===== src/rtl/mem_arbiter_pkg.sv =====
// Shared types and defaults for the two-port memory arbiter.
package mem_arbiter_pkg;

  localparam int unsigned AW_DEFAULT = 15;
  localparam int unsigned DW_DEFAULT = 16;

  // One bit is enough to name either of the two requesters.
  localparam int unsigned IDX_W = 1;
  typedef logic [IDX_W-1:0] idx_t;

  typedef enum logic [1:0] {
    IDLE = 2'b00,
    ACC  = 2'b01,
    DONE = 2'b10
  } state_t;

endpackage


===== src/rtl/mem_arbiter_rr_arb2.sv =====
// Two-way round-robin winner select: a lone requester wins, a tie goes to the
// requester that was not granted last.
module rr_arb2
  import mem_arbiter_pkg::*;
(
  input  logic i_req0,
  input  logic i_req1,
  input  idx_t i_last,
  output idx_t o_winner,
  output logic o_valid
);

  // Pick the winner; o_winner is only meaningful when o_valid is high.
  always_comb begin
    o_valid  = i_req0 | i_req1;
    o_winner = idx_t'(0);
    if (i_req0 && i_req1) begin
      o_winner = ~i_last;
    end else if (i_req1) begin
      o_winner = idx_t'(1);
    end
  end

endmodule


===== src/rtl/mem_arbiter.sv =====
// Arbitrates two requesters onto a single async-read / sync-write memory.
// Each access runs IDLE -> ACC -> DONE, so one access completes every 3 cycles.
module mem_arbiter
  import mem_arbiter_pkg::*;
#(
  parameter int unsigned AW = AW_DEFAULT,
  parameter int unsigned DW = DW_DEFAULT
) (
  input  logic          clk,
  input  logic          rst_n,
  input  logic          req0,
  input  logic          req1,
  input  logic          we0,
  input  logic          we1,
  input  logic [AW-1:0] addr0,
  input  logic [AW-1:0] addr1,
  input  logic [DW-1:0] wdata0,
  input  logic [DW-1:0] wdata1,
  output logic          gnt0,
  output logic          gnt1,
  output logic          done0,
  output logic          done1,
  output logic [DW-1:0] rdata,
  output logic          busy,
  output logic [AW-1:0] mem_a,
  output logic [DW-1:0] mem_d,
  output logic          mem_we,
  input  logic [DW-1:0] mem_spo
);

  state_t        r_state;
  state_t        w_state_next;
  logic          w_latch;

  idx_t          r_idx;
  idx_t          r_last;
  logic          r_we;
  logic [AW-1:0] r_addr;
  logic [DW-1:0] r_wdata;
  logic [DW-1:0] r_rdata;

  idx_t          w_winner;
  logic          w_valid;
  logic          w_sel_we;
  logic [AW-1:0] w_sel_addr;
  logic [DW-1:0] w_sel_wdata;

  rr_arb2 u_rr_arb2 (
    .i_req0   (req0),
    .i_req1   (req1),
    .i_last   (r_last),
    .o_winner (w_winner),
    .o_valid  (w_valid)
  );

  // Steer the winning requester's command toward the capture registers.
  always_comb begin
    w_sel_we    = we0;
    w_sel_addr  = addr0;
    w_sel_wdata = wdata0;
    if (w_winner == idx_t'(1)) begin
      w_sel_we    = we1;
      w_sel_addr  = addr1;
      w_sel_wdata = wdata1;
    end
  end

  // State register.
  always_ff @(posedge clk or negedge rst_n) begin
    if (!rst_n) begin
      r_state <= IDLE;
    end else begin
      r_state <= w_state_next;
    end
  end

  // Next state and state-decoded outputs.
  always_comb begin
    w_state_next = r_state;
    w_latch      = 1'b0;
    gnt0         = 1'b0;
    gnt1         = 1'b0;
    done0        = 1'b0;
    done1        = 1'b0;
    busy         = 1'b0;
    mem_we       = 1'b0;
    case (r_state)
      IDLE: begin
        if (w_valid) begin
          w_state_next = ACC;
          w_latch      = 1'b1;
        end
      end
      ACC: begin
        w_state_next = DONE;
        busy         = 1'b1;
        mem_we       = r_we;
        gnt0         = (r_idx == idx_t'(0));
        gnt1         = (r_idx == idx_t'(1));
      end
      DONE: begin
        w_state_next = IDLE;
        busy         = 1'b1;
        gnt0         = (r_idx == idx_t'(0));
        gnt1         = (r_idx == idx_t'(1));
        done0        = (r_idx == idx_t'(0));
        done1        = (r_idx == idx_t'(1));
      end
      default: begin
        w_state_next = IDLE;
      end
    endcase
  end

  // Command capture, read-data load and last-grant tracking.
  // r_last resets to 1 so requester 0 wins the first tie.
  always_ff @(posedge clk or negedge rst_n) begin
    if (!rst_n) begin
      r_idx   <= idx_t'(0);
      r_last  <= idx_t'(1);
      r_we    <= 1'b0;
      r_addr  <= '0;
      r_wdata <= '0;
      r_rdata <= '0;
    end else begin
      if (w_latch) begin
        r_idx   <= w_winner;
        r_we    <= w_sel_we;
        r_addr  <= w_sel_addr;
        r_wdata <= w_sel_wdata;
      end
      if (r_state == ACC && !r_we) begin
        r_rdata <= mem_spo;
      end
      if (r_state == DONE) begin
        r_last <= r_idx;
      end
    end
  end

  assign mem_a = r_addr;
  assign mem_d = r_wdata;
  assign rdata = r_rdata;

endmodule


===== config.mk =====
export PLATFORM = sky130hd
export DESIGN_NAME = mem_arbiter
export DESIGN_NICKNAME = d
export VERILOG_FILES = /design/src/rtl/mem_arbiter_pkg.sv /design/src/rtl/mem_arbiter_rr_arb2.sv /design/src/rtl/mem_arbiter.sv
export SDC_FILE = /design/constraint.sdc
export NUM_CORES = 1
export LEC_CHECK = 0
export BUFFER_PORTS_ARGS = -buffer_cell sky130_fd_sc_hd__buf_4
export CAP_MARGIN = 20
export CORE_ASPECT_RATIO = 1.5
export CORE_MARGIN = 2
export CORE_UTILIZATION = 47
export CTS_CLUSTER_DIAMETER = 40
export DETAILED_ROUTE_END_ITERATION = 6
export PLACE_DENSITY = 0.95
export SLEW_MARGIN = 5
export SYNTH_ARGS = -nofsm -noshare
export SYNTH_HDL_FRONTEND = slang
export SYNTH_SLANG_ARGS = --single-unit

===== constraint.sdc =====
create_clock -name clk -period 4.5 [get_ports clk]
set_clock_uncertainty 0.2 [all_clocks]
set_input_delay 0.225 -clock clk [delete_from_list [all_inputs] [get_ports clk]]
set_output_delay 0.225 -clock clk [all_outputs]
set_load 0.05 [all_outputs]

==> out/metrics.csv, run 1 <==
metric,value,unit
overall power,3.37,mW
final setup fails,0,
Cells on Worst Hold Path,3,
Maximum Capacitance Violations,0,
Reg2Reg Setup Slack,1.87,ns
critical hold path startpoint,wdata1[5],
largest cells by area after synthesis,"dfrtp_1 53%, a21oi_1 9.6%, mux2_2 8.4%",
R2R cell count,7,
Final WS setup,1.87,ns
"Design Area, Final",0.00412,mm^2
Buffers & Inverters on Critical Path,3,
clk sinks,52,
Post-synth EDFFs,0,
syn_area_per_cell,10.4,um^2
drt first pass iters,4,
core area,0.00489,mm^2
worst hold slack,0.00320,ns
Routed wire per std cell,18.5,um
YS warnings,0,
Routed Antenna Nets,0,
Worst-Margin Slew,1.09,ns
Slew Limit Fails,0,
synthesized area,0.00241,mm^2
most frequent cell after synthesis,dfrtp_1,
status,finished clean,
met2 usage,63.4,%
met1 Usage GRT,30.7,%
startpoint types,register,
"Net count, final",507,
H-tree levels,2,
Clock Tree Root,clkbuf_8,
Routed WL,9.00,mm
Commonest cells post-synth,"51 x dfrtp_1, 46 x a21oi_1, 33 x nand2_1, 33 x nor2_1",
total gr overflow,0,
layout cells sized above 1,44.8,%
chip width,62.5,um
Initial Util,49.3,%
Final min period,2.63,ns
top cell type's share of synthesized area,53.0,%
DRT iter0 DRCs,131,
clock buffer depth,2,
"Hold Vio Cnt, Final",0,
Sum Neg Setup Slack,0,ns
Total GRT Usage,32.1,%
number of synthesized register bits,52,
RePlAce Congestion,0.812,
die span in y,91.7,um
total CTS buffers,5,
synth unique cells,20,
initial antenna violation count,0,
number of port buffers,136,
die footprint,0.00573,mm^2
slowest CP cell,o21a_1,
power per standard cell area,819,mW/mm^2
vias in the first global route,2845,
Clock Latency Late Sink,0.31,ns
dpl hpwl,5.08,mm
Syn Nets,320,
endpoint of the worst register-to-register path,mem_d[1]$_DFFE_PN0P_,
Main synth FF type,dfrtp_1,
busiest grt layer,met2,
worst vdd ir,0.504,mV
Post-DP Area,0.00344,mm^2
crit-path leading delay family,buffers and inverters,
routed vias/inst,5.35,
number of I/O pins,137,
post-synthesis sequential area ratio,54.0,%
period utilisation layout,58.5,%
Cells after Synth,232,
max incr delay on CP,0.58,ns
met3 usage in global routing,5.40,%
crit-path max FO,17,
Post-route DRC,0,
first-pass GRT wire length,14.1,mm
Slew HR,27.0,%
via count,2606,
CP Data Arrival Time,2.67,ns
CP cell instances,inv_1 -> ha_1 -> o21a_1 -> buf_8 -> nor2_1 -> a21oi_2 -> dlygate4sd3_1,
CTS tree,built,
hold crit path type,in2reg,
Setup crit end kind,register,
clock-pin slew on the worst setup and hold paths,0.09,ns
Synth area leader,dfrtp_1,
Reg-to-Reg Start,r_state[0]$_DFFE_PN0P_,
Lkg Pwr,1.95,nW
Hold Path End,mem_d[5]$_DFFE_PN0P_,
"Setup Fix Bufs, Post-CTS",0,
Place WS,2.47,ns
FMAX,380,MHz
Levels on crit path,7,
WP data required,4.54,ns
largest net degree at the start of global routing,53,
RSZ-0062 raised after global routing,no,
ys async rst share,100,%
P&R area growth vs syn,70.8,%
Std-Cell Rows,31,
Worst Setup Path Type,reg2reg,
==> per-stage QoR <==
| stage | util [%] | std cells |
|---|---|---|
| after floorplan | - | 232 |
| after global placement | 69.8 | 421 |
| after detailed placement | 70.3 | 423 |
| after CTS | 84.2 | 486 |
| after global routing | 84.2 | 486 |
| final | 84.2 | 487 |
==> worst max-delay path by stage <==
stage	startpoint	endpoint
after global placement	r_state[1]$_DFFE_PN0P_	rdata[10]$_DFFE_PN0P_
after CTS	r_state[1]$_DFFE_PN0P_	mem_d[4]$_DFFE_PN0P_
final	r_state[0]$_DFFE_PN0P_	mem_d[1]$_DFFE_PN0P_
after detailed placement	r_state[1]$_DFFE_PN0P_	mem_a[1]$_DFFE_PN0P_
after global routing	r_state[0]$_DFFE_PN0P_	mem_d[6]$_DFFE_PN0P_
after floorplan	r_state[0]$_DFFE_PN0P_	gnt0
==> final cells by class <==
| cell class | instances | area (um^2) |
|---|---|---|
| antenna | 1 | 2.50 |
| sequential | 52 | 1300 |
| clock inverter | 1 | 30.0 |
| multi-input combinational | 164 | 988 |
| fill | 275 | 772 |
| tap | 66 | 82.6 |
| inverter | 2 | 7.51 |
| clock buffer | 7 | 96.3 |
| timing repair buffer | 194 | 1610 |
==> repair_timing <==
item / in CTS / in global routing
hold buffers: 55 / 0
endpoints found under the setup margin: 0 / 0
hold endpoints to repair: 99 / 0
resized for setup: 0 / 0
==> state kept, by name (all words and copies together), names as in the netlist <==
signal / cells
mem_d: 16
rdata: 16
mem_a: 15
r_state: 2
r_idx: 1
r_last: 1
r_we: 1
==> cell usage in the layout (no fill, tap or decap), drive strengths merged <==
cell type / Yosys / layout
dlygate4sd3: 0 / 55
and2: 3 / 3
diode: 0 / 1
a21oi: 64 / 64
a22o: 1 / 1
mux2: 18 / 18
nand2: 33 / 33
inv: 2 / 2
clkbuf: 0 / 7
buf: 14 / 139
nor2: 33 / 33
a21bo: 1 / 1
nor2b: 3 / 3
bufinv: 0 / 1
a21boi: 2 / 2
dfstp: 1 / 1
dfrtp: 51 / 51
ha: 4 / 4
o21ai: 1 / 1
o21a: 1 / 1
==> worst register-to-register path, delay by kind of cell, from the launching register on <==
family | cells | cell delay, ns
AND/OR/NAND/NOR | 1 | 0.07
flip-flops | 1 | 0.41
adder cells (fa/ha/maj) | 1 | 0.28
buffers and inverters | 3 | 0.93
AO/OA/AOI/OAI | 2 | 0.68
==> logic make-up (layout without fill, tap and decap cells) <==
group | after synthesis | after routing | synth area share (%)
buffers and inverters | 16 | 204 | 4.93
multiplexers | 18 | 18 | 8.41
other | 0 | 1 | 0
AO/OA/AOI/OAI | 70 | 70 | 18.7
flip-flops | 52 | 52 | 54.0
adder cells (fa/ha/maj) | 4 | 4 | 2.08
AND/OR/NAND/NOR | 72 | 72 | 11.8
==> per-layer routing <==
layer | share of wire (%) | wire [um] | up-vias
met3 | 4.6 | 415 | 45
met1 | 32 | 2860 | 1283
met2 | 58 | 5250 | 130
met5 | 0 | 0 | -
met4 | 5.3 | 473 | 0
li1 | - | - | 1148
==> power by group <==
part	internal, mW	total [mW]	switching [mW]
registers	0.710	0.872	0.162
logic	0.716	2.14	1.43
clock network	0.196	0.354	0.157
No activity file was read; power rests on OpenSTA's default activity.
==> run 2: changes to the inputs <==
--- a/config.mk
+++ b/config.mk
@@ -9,10 +9,10 @@
 export CAP_MARGIN = 20
 export CORE_ASPECT_RATIO = 1.5
 export CORE_MARGIN = 2
-export CORE_UTILIZATION = 47
+export CORE_UTILIZATION = 40
 export CTS_CLUSTER_DIAMETER = 40
 export DETAILED_ROUTE_END_ITERATION = 6
-export PLACE_DENSITY = 0.95
+export PLACE_DENSITY = 0.88
 export SLEW_MARGIN = 5
 export SYNTH_ARGS = -nofsm -noshare
 export SYNTH_HDL_FRONTEND = slang
==> constraint.sdc (replaced) <==
create_clock -name clk -period 2.35 [get_ports clk]
set_clock_uncertainty 0.2 [all_clocks]
set_input_delay 0.1175 -clock clk [delete_from_list [all_inputs] [get_ports clk]]
set_output_delay 0.1175 -clock clk [all_outputs]
set_load 0.05 [all_outputs]
==> out/metrics.csv, run 2 (synthesis gave the netlist of run 1 again) <==
metric,value,unit,change
status,finished clean,,
Maximum Capacitance Violations,0,,unchanged
clock buffer depth,2,,unchanged
met3 usage in global routing,4.45,%,-0.95 points
overall power,6.28,mW,+86%
Place WS,0.435,ns,-2.03 ns
Std-Cell Rows,34,,+9.7%
"Gates resized, CTS repair",0,,unchanged
"most common cell after layout, fill and taps aside",buf_4,,
Routed WL,8.44,mm,-6.3%
Routed Antenna Nets,0,,unchanged
area of the multi-input gates,996,um^2,+0.76%
number of port buffers,136,,unchanged
P&R area growth vs syn,82.5,%,
startpoint types,input port,,
layout cells sized above 1,42.1,%,-2.7 points
register share of total power,26.1,%,+0.2 points
CP Data Arrival Time,2.10,ns,-0.57 ns
first-pass GRT wire length,13.0,mm,-8.0%
Initial Util,41.3,%,-8.0 points
routed vias/inst,4.98,,-6.9%
Sw Ratio,51.5,%,-0.38 points
core area,0.00583,mm^2,+19%
Final Core Density,75.4,%,-8.8 points
power per standard cell area,1430,mW/mm^2,+74%
Worst-Margin Slew,1.09,ns,-0.00702 ns
final setup fails,0,,unchanged
RSZ-0062 raised after global routing,no,,
RePlAce Congestion,0.820,,+1.0%
clk sinks,52,,unchanged
most frequent cells in the layout,"138 x buf_4, 82 x dlygate4sd3_1, 51 x dfrtp_1",,
Final min period,2.07,ns,
CP cell instances,dlygate4sd3_1 -> buf_4 -> a21boi_4 -> a21oi_1 -> a21oi_1,,
via count,2591,,-0.58%
vias in the first global route,2781,,-2.2%
Slew Limit Fails,0,,unchanged
"Design Area, Final",0.00440,mm^2,+6.8%
clock-pin slew on the worst setup and hold paths,0.09,ns,about the same
dpl hpwl,4.85,mm,-4.5%
Clock Latency Late Sink,0.30,ns,about the same
worst vdd ir,0.922,mV,+83%
Lkg Pwr,2.07,nW,+5.9%
combinational group share of total power,63.7,%,about the same
FMAX,484,MHz,
slowest CP cell,a21boi_4,,
Total GRT Usage,26.0,%,-6.1 points
die span in y,99.1,um,+8.0%
"Net count, final",534,,+5.3%
Final WS setup,0.282,ns,-1.59 ns
max incr delay on CP,0.83,ns,+0.25 ns
met2 usage,47.1,%,-16 points
net load switching power,3.23,mW,+85%
initial antenna violation count,1,,+1
WP data required,2.38,ns,-2.16 ns
"Hold Vio Cnt, Final",0,,unchanged
Clock Power Share,10.2,%,-0.3 points
fill cell count,381,,+39%
Routed wire per std cell,16.2,um,-12%
Sum Neg Setup Slack,0,ns,unchanged
CTS tree,built,,
Post-Layout Cell Count,520,,+6.8%
H-tree levels,2,,unchanged
Setup crit end kind,register,,
largest net degree at the start of global routing,53,,unchanged
period utilisation layout,88.0,%,
DRT iter0 DRCs,100,,-24%
drt first pass iters,4,,unchanged
Post-route DRC,0,,unchanged
chip width,67.4,um,+7.9%
number of I/O pins,137,,unchanged
Clock Tree Root,clkbuf_8,,
worst hold slack,0.0143,ns,+0.0111 ns
Slew HR,27.5,%,+0.47 points
hold crit path type,in2reg,,
die footprint,0.00667,mm^2,+17%
DP Cell Count,429,,+1.4%
met1 Usage GRT,26.8,%,-3.8 points
Worst Setup Path Type,in2reg,,
most frequent CP cell,a21oi_1,,
total gr overflow,0,,unchanged
busiest grt layer,met2,,
Post-DP Area,0.00345,mm^2,+0.47%
FF+latch area,0.00130,mm^2,unchanged
crit-path max FO,33,,+16
Int Power,3.05,mW,+88%
total CTS buffers,5,,unchanged
==> run 2: cell count changes in the layout (fill, tap and decap cells not counted) <==
cell           change
dlygate4sd3_1     +27
buf_12             +1
buf_4              +1
buf_6              -1
buf_8              -1
clkbuf_8           -1
clkinv_4           +1
o21ai_2            -1
o21ai_4            +1
==> run 2: layout make-up <==
cell class              instances  share of cell area, %
multi-input cells             164                   22.7
well taps                      72                   2.05
flip-flops and latches         52                   29.6
clock buffers                   6                   1.88
clock inverters                 2                  0.882
inverters                       2                  0.171
repair buffers                221                   42.7
diodes                          1                 0.0569
==> run 2: layer usage <==
layer	share of wire [%]	wire length, um
met3	4.8	402
met2	57	4780
met4	4.8	407
met5	0	0
met1	34	2850
==> run 2: what timing repair did <==
action | 4_1_cts | 5_1_grt
setup buffers | 0 | 0
hold buffers | 82 | 0
hold endpoints to repair | 100 | 0
==> run 2: critical path, delay by kind of cell <==
family / cells / cell delay [ns]
compound gates: 3 / 1.23
buf+inv: 2 / 0.72
==> run 2: power groups by stage <==
stage                     Combinational (mW)  Clock (mW)  Sequential [mW]
after floorplan                         1.29           0             3.05
after global placement                  3.78           0             1.62
after detailed placement                3.86           0             1.64
after CTS                               3.97       0.660             1.63
after global routing                    4.20       0.685             1.70
final                                   4.00       0.639             1.64
==> run 2: worst paths after layout <==
check | from | cells past startpoint | slack, ns | end
setup / recovery | req0 | 5 | 0.28 | mem_a[6]$_DFFE_PN0P_
hold / removal | req1 | 3 | 0.01 | r_state[0]$_DFFE_PN0P_
setup reg to reg | r_last$_DFFE_PN1N_ | 3 | 0.41 | mem_a[6]$_DFFE_PN0P_
hold reg to reg | rdata[14]$_DFFE_PN0P_ | 1 | 0.32 | rdata[14]$_DFFE_PN0P_
max in group asynchronous | rst_n | 2 | 1.34 | mem_a[4]$_DFFE_PN0P_
min in group asynchronous | rst_n | 2 | 0.18 | rdata[0]$_DFFE_PN0P_
